### config.mk
export PLATFORM = sky130hd
export DESIGN_NAME = wb32_sram16_bridge
export DESIGN_NICKNAME = d
export VERILOG_FILES = /design/src/rtl/wb32_sram16_pkg.sv /design/src/rtl/wb32_sram16_bridge.sv
export SDC_FILE = /design/constraint.sdc
export NUM_CORES = 1
export LEC_CHECK = 0
export CAP_MARGIN = 20
export CORE_MARGIN = 4
export CORE_UTILIZATION = 40
export CTS_BUF_LIST = sky130_fd_sc_hd__clkbuf_2 sky130_fd_sc_hd__clkbuf_4 sky130_fd_sc_hd__clkbuf_8
export CTS_CLUSTER_SIZE = 20
export DETAILED_ROUTE_END_ITERATION = 7
export PLACE_DENSITY = 0.81
export SKIP_CTS_REPAIR_TIMING = 1
export SLEW_MARGIN = 20
export SYNTH_ARGS = -nofsm -noshare
export SYNTH_HDL_FRONTEND = slang
export SYNTH_SLANG_ARGS = --single-unit
### constraint.sdc
create_clock -name clk_i -period 2.5 [get_ports clk_i]
set_clock_uncertainty 0.15 [all_clocks]
set_input_delay 0.5 -clock clk_i [delete_from_list [all_inputs] [get_ports clk_i]]
set_output_delay 0.5 -clock clk_i [all_outputs]
set_load 0.005 [all_outputs]
### src/rtl/wb32_sram16_pkg.sv
`default_nettype none
// +--------------------------------------------------------------------+
// | wb32_sram16_pkg                                                    |
// | FSM states and halfword-presence decode for the 32-to-16 bridge.   |
// | Rev 1.0                                                            |
// +--------------------------------------------------------------------+
package wb32_sram16_pkg;

  typedef enum logic [1:0] {
    IDLE = 2'd0,
    LO   = 2'd1,
    HI   = 2'd2,
    ACK  = 2'd3
  } state_t;

  localparam logic [1:0] SEL_LO = 2'b01;
  localparam logic [1:0] SEL_HI = 2'b10;

  // Bit 0 set when the low halfword has any byte enabled, bit 1 for the high one.
  function automatic logic [1:0] halves(input logic [3:0] sel);
    return {|sel[3:2], |sel[1:0]};
  endfunction

endpackage
`default_nettype wire

### src/rtl/wb32_sram16_bridge.sv
`default_nettype none
// +--------------------------------------------------------------------+
// | wb32_sram16_bridge                                                 |
// | Wishbone 32-bit slave split into up to two 16-bit SRAM accesses.   |
// | Rev 1.0                                                            |
// +--------------------------------------------------------------------+
module wb32_sram16_bridge #(
  parameter int ADR_W = 20
) (
  input  logic             clk_i,
  input  logic             reset_i,
  input  logic             s_cyc_i,
  input  logic             s_stb_i,
  input  logic             s_we_i,
  input  logic [3:0]       s_sel_i,
  input  logic [ADR_W-3:0] s_adr_i,
  input  logic [31:0]      s_dat_i,
  output logic [31:0]      s_dat_o,
  output logic             s_ack_o,
  output logic [ADR_W-2:0] m_adr_o,
  output logic [15:0]      m_dat_o,
  input  logic [15:0]      m_dat_i,
  output logic [1:0]       m_sel_o,
  output logic             m_we_o,
  output logic             m_stb_o,
  input  logic             m_ack_i
);
  import wb32_sram16_pkg::*;

  state_t           state, state_nxt;
  logic [ADR_W-3:0] adr_q, adr_n;
  logic             we_q, we_n;
  logic [3:0]       sel_q, sel_n;
  logic [31:0]      dat_q, dat_n;
  logic [31:0]      rd_q, rd_n;
  logic             s_ack_n;
  logic [31:0]      s_dat_n;
  logic [ADR_W-2:0] m_adr_n;
  logic [15:0]      m_dat_n;
  logic [1:0]       m_sel_n;
  logic             m_we_n;
  logic             m_stb_n;
  logic [1:0]       pres;

  always_comb begin
    state_nxt = state;
    adr_n     = adr_q;
    we_n      = we_q;
    sel_n     = sel_q;
    dat_n     = dat_q;
    rd_n      = rd_q;
    s_ack_n   = 1'b0;
    s_dat_n   = s_dat_o;
    pres      = halves(sel_q);

    case (state)
      IDLE: begin
        rd_n = 32'd0;
        if (s_cyc_i && s_stb_i && !s_ack_o) begin
          adr_n = s_adr_i;
          we_n  = s_we_i;
          sel_n = s_sel_i;
          dat_n = s_dat_i;
          pres  = halves(s_sel_i);
          if ((pres & SEL_LO) != 2'b00)      state_nxt = LO;
          else if ((pres & SEL_HI) != 2'b00) state_nxt = HI;
          else                               state_nxt = ACK;
        end
      end
      LO: begin
        if (m_ack_i) begin
          if (!we_q) rd_n[15:0] = m_dat_i;
          if (!s_cyc_i)                      state_nxt = IDLE;
          else if ((pres & SEL_HI) != 2'b00) state_nxt = HI;
          else                               state_nxt = ACK;
        end
      end
      HI: begin
        if (m_ack_i) begin
          if (!we_q) rd_n[31:16] = m_dat_i;
          state_nxt = s_cyc_i ? ACK : IDLE;
        end
      end
      ACK: begin
        s_ack_n   = 1'b1;
        s_dat_n   = rd_q;
        state_nxt = IDLE;
      end
      default: state_nxt = IDLE;
    endcase
  end

  // Downstream outputs are a function of the state being entered, so they
  // are registered and steady for the whole SRAM cycle.
  always_comb begin
    m_stb_n = 1'b0;
    m_we_n  = 1'b0;
    m_sel_n = 2'b00;
    m_adr_n = '0;
    m_dat_n = 16'd0;
    if (state_nxt == LO) begin
      m_stb_n = 1'b1;
      m_we_n  = we_n;
      m_sel_n = sel_n[1:0];
      m_adr_n = {adr_n, 1'b0};
      m_dat_n = dat_n[15:0];
    end else if (state_nxt == HI) begin
      m_stb_n = 1'b1;
      m_we_n  = we_n;
      m_sel_n = sel_n[3:2];
      m_adr_n = {adr_n, 1'b1};
      m_dat_n = dat_n[31:16];
    end
  end

  always_ff @(posedge clk_i) begin
    if (reset_i) begin
      state   <= IDLE;
      adr_q   <= '0;
      we_q    <= 1'b0;
      sel_q   <= 4'd0;
      dat_q   <= 32'd0;
      rd_q    <= 32'd0;
      s_ack_o <= 1'b0;
      s_dat_o <= 32'd0;
      m_stb_o <= 1'b0;
      m_we_o  <= 1'b0;
      m_sel_o <= 2'b00;
      m_adr_o <= '0;
      m_dat_o <= 16'd0;
    end else begin
      state   <= state_nxt;
      adr_q   <= adr_n;
      we_q    <= we_n;
      sel_q   <= sel_n;
      dat_q   <= dat_n;
      rd_q    <= rd_n;
      s_ack_o <= s_ack_n;
      s_dat_o <= s_dat_n;
      m_stb_o <= m_stb_n;
      m_we_o  <= m_we_n;
      m_sel_o <= m_sel_n;
      m_adr_o <= m_adr_n;
      m_dat_o <= m_dat_n;
    end
  end

endmodule
`default_nettype wire

After elaboration in Yosys (flattened, before gate mapping)
Cells that the tools add are included.
{"block": "op_classes", "addsub": 0, "multipliers": 0, "div": 0, "n_lt_le_gt_ge": 0, "n_eq_ne": 9, "shift": 0, "muxes": 32, "bitwise": 0, "n_reduce_logical": 12}
{"cell": "2-to-1 mux 16 bit", "n": 4}
{"cell": "2-to-1 mux 32 bit", "n": 2}
{"cell": "one-hot mux 16 bit (2 select lines)", "n": 2}
{"cell": "2-to-1 mux 19 bit", "n": 2}
{"cell": "2-to-1 mux 18 bit", "n": 2}
{"cell": "2-to-1 mux 2 bit", "n": 8}
{"cell": "2-to-1 mux 1 bit", "n": 9}
{"cell": "2-to-1 mux 4 bit", "n": 2}
{"cell": "inequality test 2 bit, second input constant", "n": 4}
{"cell": "one-hot mux 2 bit (4 select lines)", "n": 1}
{"cell": "OR reduction 2 bit", "n": 4}
{"cell": "== test 2 bit, second input constant", "n": 3}
{"cell": "AND reduction 3 bit", "n": 2}
{"cell": "== test 2 x 1 -> 1 bit, second input constant", "n": 2}
{"cell": "nonzero test 2 bit", "n": 2}
{"cell": "logical AND 1 bit", "n": 2}
{"cell": "zero test 2 bit", "n": 1}
{"cell": "zero test 1 bit", "n": 1}
{"block": "word_totals", "reg_bits": 161, "latch_bits": 0, "mem_bits_rw": 0, "mem_bits_ro": 0, "memories": 0}

Logic depth before layout (Yosys ltp)
Gate-level depths: netlist of run 1.
{"block": "depth", "ltp_word": 8, "depth_mapped": 12, "ltp_nobuf": 9}

Worst setup path after synthesis of run 1
OpenSTA, ideal clock, no wires.
{"block": "synth_path", "path_kind": "reg2reg", "startpoint": "register state[1]", "endpoint": "register m_dat_o[1]", "arrival_time_ns": 2.463, "setup_slack_ns": -0.245, "stages_incl_launch_ff": 13, "period_less_slack_ns": 2.745, "path_cell_list": "dfxtp_1 buf_2 or4b_2 o221ai_1 a21oi_1 inv_1 ha_1 clkbuf_1 nor2b_1 buf_2 clkbuf_1 a221oi_1 nor3_1"}
{"block": "synth_via", "elab_chain_cells": 5, "elab_cells_between_ends": 13, "cone_classes": "eq/ne (5); mux (7); reduce/logical (1)"}
{"item": "from (decl)", "line_no": "wb32_sram16_bridge.sv:30", "rtl": "state_t state, state_nxt;"}
{"item": "from (signal assigned)", "line_no": "wb32_sram16_bridge.sv:132", "rtl": "state <= state_nxt;"}
{"item": "== test 2 bit, or another cell as far along", "line_no": "wb32_sram16_bridge.sv:56", "rtl": "case (state)"}
{"item": "one-hot mux 2 bit (4 select lines) *", "line_no": "wb32_sram16_bridge.sv:56"}
{"item": "named net state_nxt[0]", "line_no": "wb32_sram16_bridge.sv:30"}
{"item": "== test 2 bit", "line_no": "wb32_sram16_bridge.sv:107", "rtl": "end else if (state_nxt == HI) begin"}
{"item": "2-to-1 mux 16 bit", "line_no": "wb32_sram16_bridge.sv:107"}
{"item": "2-to-1 mux 16 bit *", "line_no": "wb32_sram16_bridge.sv:101", "rtl": "if (state_nxt == LO) begin"}
{"item": "to (signal assigned)", "line_no": "wb32_sram16_bridge.sv:144", "rtl": "m_dat_o <= m_dat_n;"}
{"item": "to (decl)", "line_no": "wb32_sram16_bridge.sv:21", "rtl": "output logic [15:0] m_dat_o,"}
Mark *: on every way through the listed nets, which the timed path passes. The rest lies on a longest branch.
A chain may end at the register's enable or synchronous reset.

Worst setup path in the final report of run 1
{"block": "layout_path", "startpoint": "input s_cyc_i", "endpoint": "register m_dat_o[12]"}
{"block": "layout_via", "elab_chain_cells": 7, "elab_cells_between_ends": 14, "cone_classes": "eq/ne (2); mux (10); reduce/logical (2)"}
{"item": "from (decl)", "line_no": "wb32_sram16_bridge.sv:12", "rtl": "input logic s_cyc_i,"}
{"item": "logical AND 1 bit (2 in series)", "line_no": "wb32_sram16_bridge.sv:59", "rtl": "if (s_cyc_i && s_stb_i && !s_ack_o) begin"}
{"item": "2-to-1 mux 2 bit", "line_no": "wb32_sram16_bridge.sv:59"}
{"item": "one-hot mux 2 bit (4 select lines) *", "line_no": "wb32_sram16_bridge.sv:56"}
{"item": "named net state_nxt[1]", "line_no": "wb32_sram16_bridge.sv:30"}
{"item": "== test 2 bit", "line_no": "wb32_sram16_bridge.sv:107"}
{"item": "2-to-1 mux 16 bit", "line_no": "wb32_sram16_bridge.sv:107"}
{"item": "2-to-1 mux 16 bit *", "line_no": "wb32_sram16_bridge.sv:101"}
Marks and branches as above.

==> out/qor.yml, run 1 <==
status:
  outcome: "finished clean"
worst_setup_path:
  crit_cells: 10
  path_delay_family: "buffers and inverters"
  worstSetupPathType: "in -> reg"
  cp-end-kind: "flip-flop"
  r2r_cells: 8
  worstPathArrival_ps: 2510
  critPathBufInv: 3
  critPathLaunchType: "primary input"
  cp_max_fo: 16
  cpPeakStageDelay_ps: 490
  required_ps: 2720
  cp_slowest_cell: "clkdlybuf4s50_1"
  crit_chain: "clkdlybuf4s50_1, nand2_1, nor4_4, a21oi_1, inv_1, ha_2, nor2b_4, buf_12, a221oi_2, nor3_1"
floorplanning:
  rows: 43
  die_h_um: 128
  start_util_pct: 41.1
  die_width_um: 128
  die_area_um2: 16300
  num_io_pins: 148
  core_um2: 14000
detailed_routing:
  routed_via_density: 5.14
  vias: 4987
  wl_per_cell_um: 14.8
  firstDrtPassIters: 5
  drtIter0Drc: 407
  ant_nets: 0
  post-route-drc-count: 0
  routed_wl_um: 14400
power:
  p_per_area_nw_per_um2: 642
  power_mw: 5.14
  ir_drop_uv: 453
  leakage_nw: 2.97
synth:
  ys_types: 27
  synth.most_common_cell: "dfxtp_1"
  synth-xor-area-share_pct: 0
  synth_top_cell_area_share_pct: 56.1
  synth_fa_ha_area_share_pct: 0.436
  yosysTopAreaCell: "dfxtp_1"
  ys_top_cells_by_count: "161 x dfxtp_1, 145 x nand2_1, 81 x nor2_1"
  synth_mux_area_share_pct: 3.31
  seq_area_frac_synth_pct: 56.1
  syn_area_per_cell_um2: 9.02
  yosysWarnings: 0
  synth_ff_type: "dfxtp_1"
  synthArstFlopShare_pct: 0
  synth_compound_area_share_pct: 17.8
  ys_ff_latch: 161
  synth-edff-count: 0
  syn-num-nets: 715
  syn_inst: 637
  yosys.area_share.simple_pct: 17.7
  synth_top_family_by_area: "compound AO/OA/AOI/OAI gates"
  synth_area_leaders: "dfxtp_1 56%, nand2_1 9.5%, a21oi_1 6.3%, nor2_1 5.3%, a22oi_1 4.2%"
  syn_area_um2: 5740
sta:
  layout_setup_ws_ps: 207
  setup_viol: 0
  post-route-min-period_ps: 2290
  relSlewSlack_pct: 59.7
  hold_viol_final: 0
  tightest_slew_ps: 605
  maxSlewViolCount: 0
  timing.final.crit_share_pct: 91.7
  fin_hold_ws_ps: 274
  rsz0062_at_grt: "false"
  fmax_ghz: 0.436
global_route:
  grt_pass1_vias: 4801
  grt_max_degree: 54
  overflow: 0
  grt_usage_pct: 17.6
  antenna_found_initial: 1
  grt_pass1_wl_um: 23200
cts:
  htree_levels: 4
  numCtsBuffers: 17
  clock_latency_ps: 450
  cts_tree: "done"
  clkTransAtPathRegs_ps: 80
  clock-sinks: 161
  cts_buffer_depth: 2
  root_buffer: "clkbuf_8"
place:
  routabilityCongestion: 0.751
  pre_cts_slack_ps: -223
  post-dp-hpwl_um: 9720
  portBuffers: 147
  placedInstanceArea_um2: 7640
cells_and_area:
  drive_above_1_share_pct: 12.5
  nets: 856
  area.growth.synth_to_final_pct: 39.3
  antenna_cells: 0
  stdcell_area_um2: 8000
worst_hold_path:
  hp-class: "in -> reg"
  whs_path_depth: 2
run:
  cap_violations: 0
==> cells by family (layout without fill, tap and decap cells) <==
kind of cell / count (synthesis) / count (layout)
compound gates: 146 / 146
buf+inv: 56 / 210
simple gates: 253 / 253
flops: 161 / 161
fa+ha+maj: 2 / 2
mux: 19 / 19
==> registers in the layout, indices dropped and copies added, names as in the netlist <==
signal   flops
s_dat_o     32
rd_q        32
adr_q       18
dat_q       32
m_we_o       1
state        2
m_stb_o      1
m_sel_o      2
s_ack_o      1
sel_q        4
we_q         1
m_adr_o     19
m_dat_o     16
==> metrics by stage <==
| step | instances | utilization, % | TNS (ps) |
|---|---|---|---|
| floorplan | 637 | - | 0 |
| finish | 971 | 57.2 | 0 |
| detailed placement | 939 | 54.6 | -6100 |
| global placement | 939 | 54.6 | -3080 |
| CTS | 971 | 57.2 | 0 |
| global route | 971 | 57.2 | 0 |
==> routing by layer <==
metal / track usage [%] / vias to the layer above / part of all wire (%)
met3: 6.88 / 21 / 7.7
met5: 0 / - / 0.056
met1: 21.2 / 2364 / 43
li1: - / 2461 / -
met2: 28.9 / 139 / 48
met4: 5.87 / 2 / 1.5
==> cell usage in the layout (no fill, tap or decap), types with 16 or more instances in the layout <==
master,count
a221oi_2,29
nor2_1,81
a21oi_1,71
buf_4,21
nor3_1,16
clkbuf_8,22
mux2i_1,19
clkdlybuf4s50_1,146
a22oi_1,32
dfxtp_1,161
nand2_1,145
==> where the power goes <==
group	internal, mW	switching (mW)
clock network	0.824	0.922
registers	2.65	0.0397
logic	0.348	0.357
==> final cells by class <==
| class | instances | area (um2) |
|---|---|---|
| tap | 180 | 225 |
| timing repair buffer | 175 | 1780 |
| sequential | 161 | 3220 |
| multi-input combinational | 420 | 2400 |
| inverter | 3 | 11.3 |
| clock buffer | 23 | 310 |
| clock inverter | 9 | 55.1 |
| fill | 1241 | 5990 |
==> worst paths after layout <==
| path | from | slack, ps | to |
|---|---|---|---|
| max | s_cyc_i | 210 | m_dat_o[12]$_SDFF_PP0_ |
| min | reset_i | 270 | rd_q[13]$_SDFFE_PP0P_ |
| max reg2reg | state[1]$_SDFF_PP0_ | 220 | m_dat_o[12]$_SDFF_PP0_ |
| min reg2reg | rd_q[4]$_SDFFE_PP0P_ | 300 | s_dat_o[4]$_SDFFE_PP0P_ |
==> worst register-to-register path, stage by stage, from the launching register on <==
cell and delay (ps):
dfxtp_1 310, or4b_4 540, o221ai_2 160, a21oi_2 70
inv_1 80, ha_2 240, buf_4 320, a221oi_2 120
nor3_1 200
Power figures use the tool's default switching activity.
==> inputs of run 2 (changes only) <==
SETUP_SLACK_MARGIN = 0.15   (was default)
SLEW_MARGIN = default   (was 20)
==> run 2 against run 1 <==
  * Count of clock-buffer cells in the layout shrank 4
  * Combinational power rose by 8.0%
  * Register-to-register slack worse by 70 ps
  * Total power rose by 3.7%
  * Global-route usage decreased by 0.42 points
  * Flip-flop and latch count unchanged
  * Worst hold slack improved by 32 ps
  * Critical path depth grew 1
  * Sequential power barely moved
  * Critical path type unchanged
==> out/qor.yml, run 2 (synthesis gave the netlist of run 1 again) <==
sta:
  fin_setup_tns_ps: 0
  hold_viol_final: 0
  post-route-min-period_ps: 2370
  rsz0062_at_grt: "true"
  maxSlewViolCount: 0
  relSlewSlack_pct: 60.6
  layout_setup_ws_ps: 133
  setup_viol: 0
  fmax_ghz: 0.422
  timing.final.crit_share_pct: 94.7
  tightest_slew_ps: 591
place:
  post-dp-hpwl_um: 9520
  routabilityCongestion: 0.723
  numPlacedInstances: 940
  portBuffers: 147
  pre_cts_slack_ps: -272
cells_and_area:
  final_cell_mix: "160 x dfxtp_1, 144 x nand2_1, 144 x clkdlybuf4s50_1, 81 x nor2_1, 70 x a21oi_1"
  antenna_cells: 0
  final_util_pct: 59.0
  final_cells: 977
  area.growth.synth_to_final_pct: 43.7
  top_regs: "dat_q x32, rd_q x32, s_dat_o x32"
  drive_above_1_share_pct: 14.2
  layout_commonest_cell: "dfxtp_1"
  num-fill-cells: 1220
  nets: 863
worst_setup_path:
  crit_chain: "clkdlybuf4s50_1, nand2_2, nor4_4, buf_4, a21oi_4, ha_2, nor2b_4, buf_12, clkbuf_16, a221oi_2, nor3_1"
  critPathBufInv: 4
  cpPeakStageDelay_ps: 490
  critPathLaunchType: "primary input"
  cp_slowest_cell: "clkdlybuf4s50_1"
  path_delay_family: "buffers and inverters"
  worstSetupPathType: "in -> reg"
  cp_max_fo: 9
  required_ps: 2660
  worstPathArrival_ps: 2530
  cp-end-kind: "flip-flop"
  r2r_cells: 9
  crit_cells: 11
detailed_routing:
  wl_per_cell_um: 14.7
  routed_via_density: 5.12
  firstDrtPassIters: 5
  drtIter0Drc: 297
  routed_wl_um: 14300
  post-route-drc-count: 0
  vias: 4998
  ant_nets: 0
power:
  leakage_nw: 3.05
  ir_drop_uv: 336
  p_per_area_nw_per_um2: 646
  power_mw: 5.33
global_route:
  grt_usage_pct: 17.2
  overflow: 0
  antenna_found_initial: 1
  grt_max_degree: 52
  grt_pass1_vias: 4651
  grt_pass1_wl_um: 22700
floorplanning:
  die_area_um2: 16300
  num_io_pins: 148
  start_util_pct: 41.1
  core_um2: 14000
  die_width_um: 128
  die_h_um: 128
  rows: 43
cts:
  htree_levels: 4
  clock-sinks: 161
  root_buffer: "clkbuf_8"
  clock_latency_ps: 440
  cts_buffer_depth: 2
  cts_tree: "done"
  clkTransAtPathRegs_ps: 80
  numCtsBuffers: 17
status:
  outcome: "finished clean"
worst_hold_path:
  whs_path_depth: 2
  hp-class: "reg -> reg"
run:
  cap_violations: 0
-- run 2: worst reg2reg max path, cell delays in order (launching register included) --
cell	delay [ps]
dfxtp_2	340
or4b_4	540
o221ai_4	180
a21oi_4	60
ha_2	210
nor2b_4	130
buf_12	140
clkbuf_16	160
a221oi_2	230
nor3_1	70
-- run 2: final timing paths --
check / slack, ps / start / end
max: 130 / s_stb_i / m_dat_o[2]$_SDFF_PP0_
min reg2reg: 310 / rd_q[19]$_SDFFE_PP0P_ / s_dat_o[19]$_SDFFE_PP0P_
min: 310 / rd_q[19]$_SDFFE_PP0P_ / s_dat_o[19]$_SDFFE_PP0P_
max reg2reg: 150 / sel_q[2]$_SDFF_PP0_ / m_dat_o[2]$_SDFF_PP0_
-- run 2: stage by stage --
step	cell area, um2	hold slack (ps)
after floorplan	5950	282
after global placement	7610	292
after detailed placement	7610	297
after CTS	8000	308
after global routing	8250	322
final	8250	305
-- run 2: per-layer routing --
layer,GRT usage [%],part of all wire [%]
met4,5.99,1.3
met5,0,0.091
met1,21.8,42
met3,6.42,8.1
met2,27.0,48
-- run 2: area by class of cell --
type	count	area, um2	share of cell area [%]
multi-input combinational	420	2520	30.5
clock buffer	19	262	3.17
sequential	161	3220	39.1
clock inverter	12	135	1.64
timing repair buffer	182	1880	22.8
tap	180	225	2.73
inverter	3	11.3	0.136
-- run 2: where the power goes --
| part | leakage (nW) | switching [mW] | internal [mW] |
|---|---|---|---|
| registers | 1.31 | 0.0409 | 2.65 |
| logic | 1.55 | 0.378 | 0.382 |
| clock network | 0.190 | 0.940 | 0.937 |
| total | 3.05 | 1.36 | 3.97 |
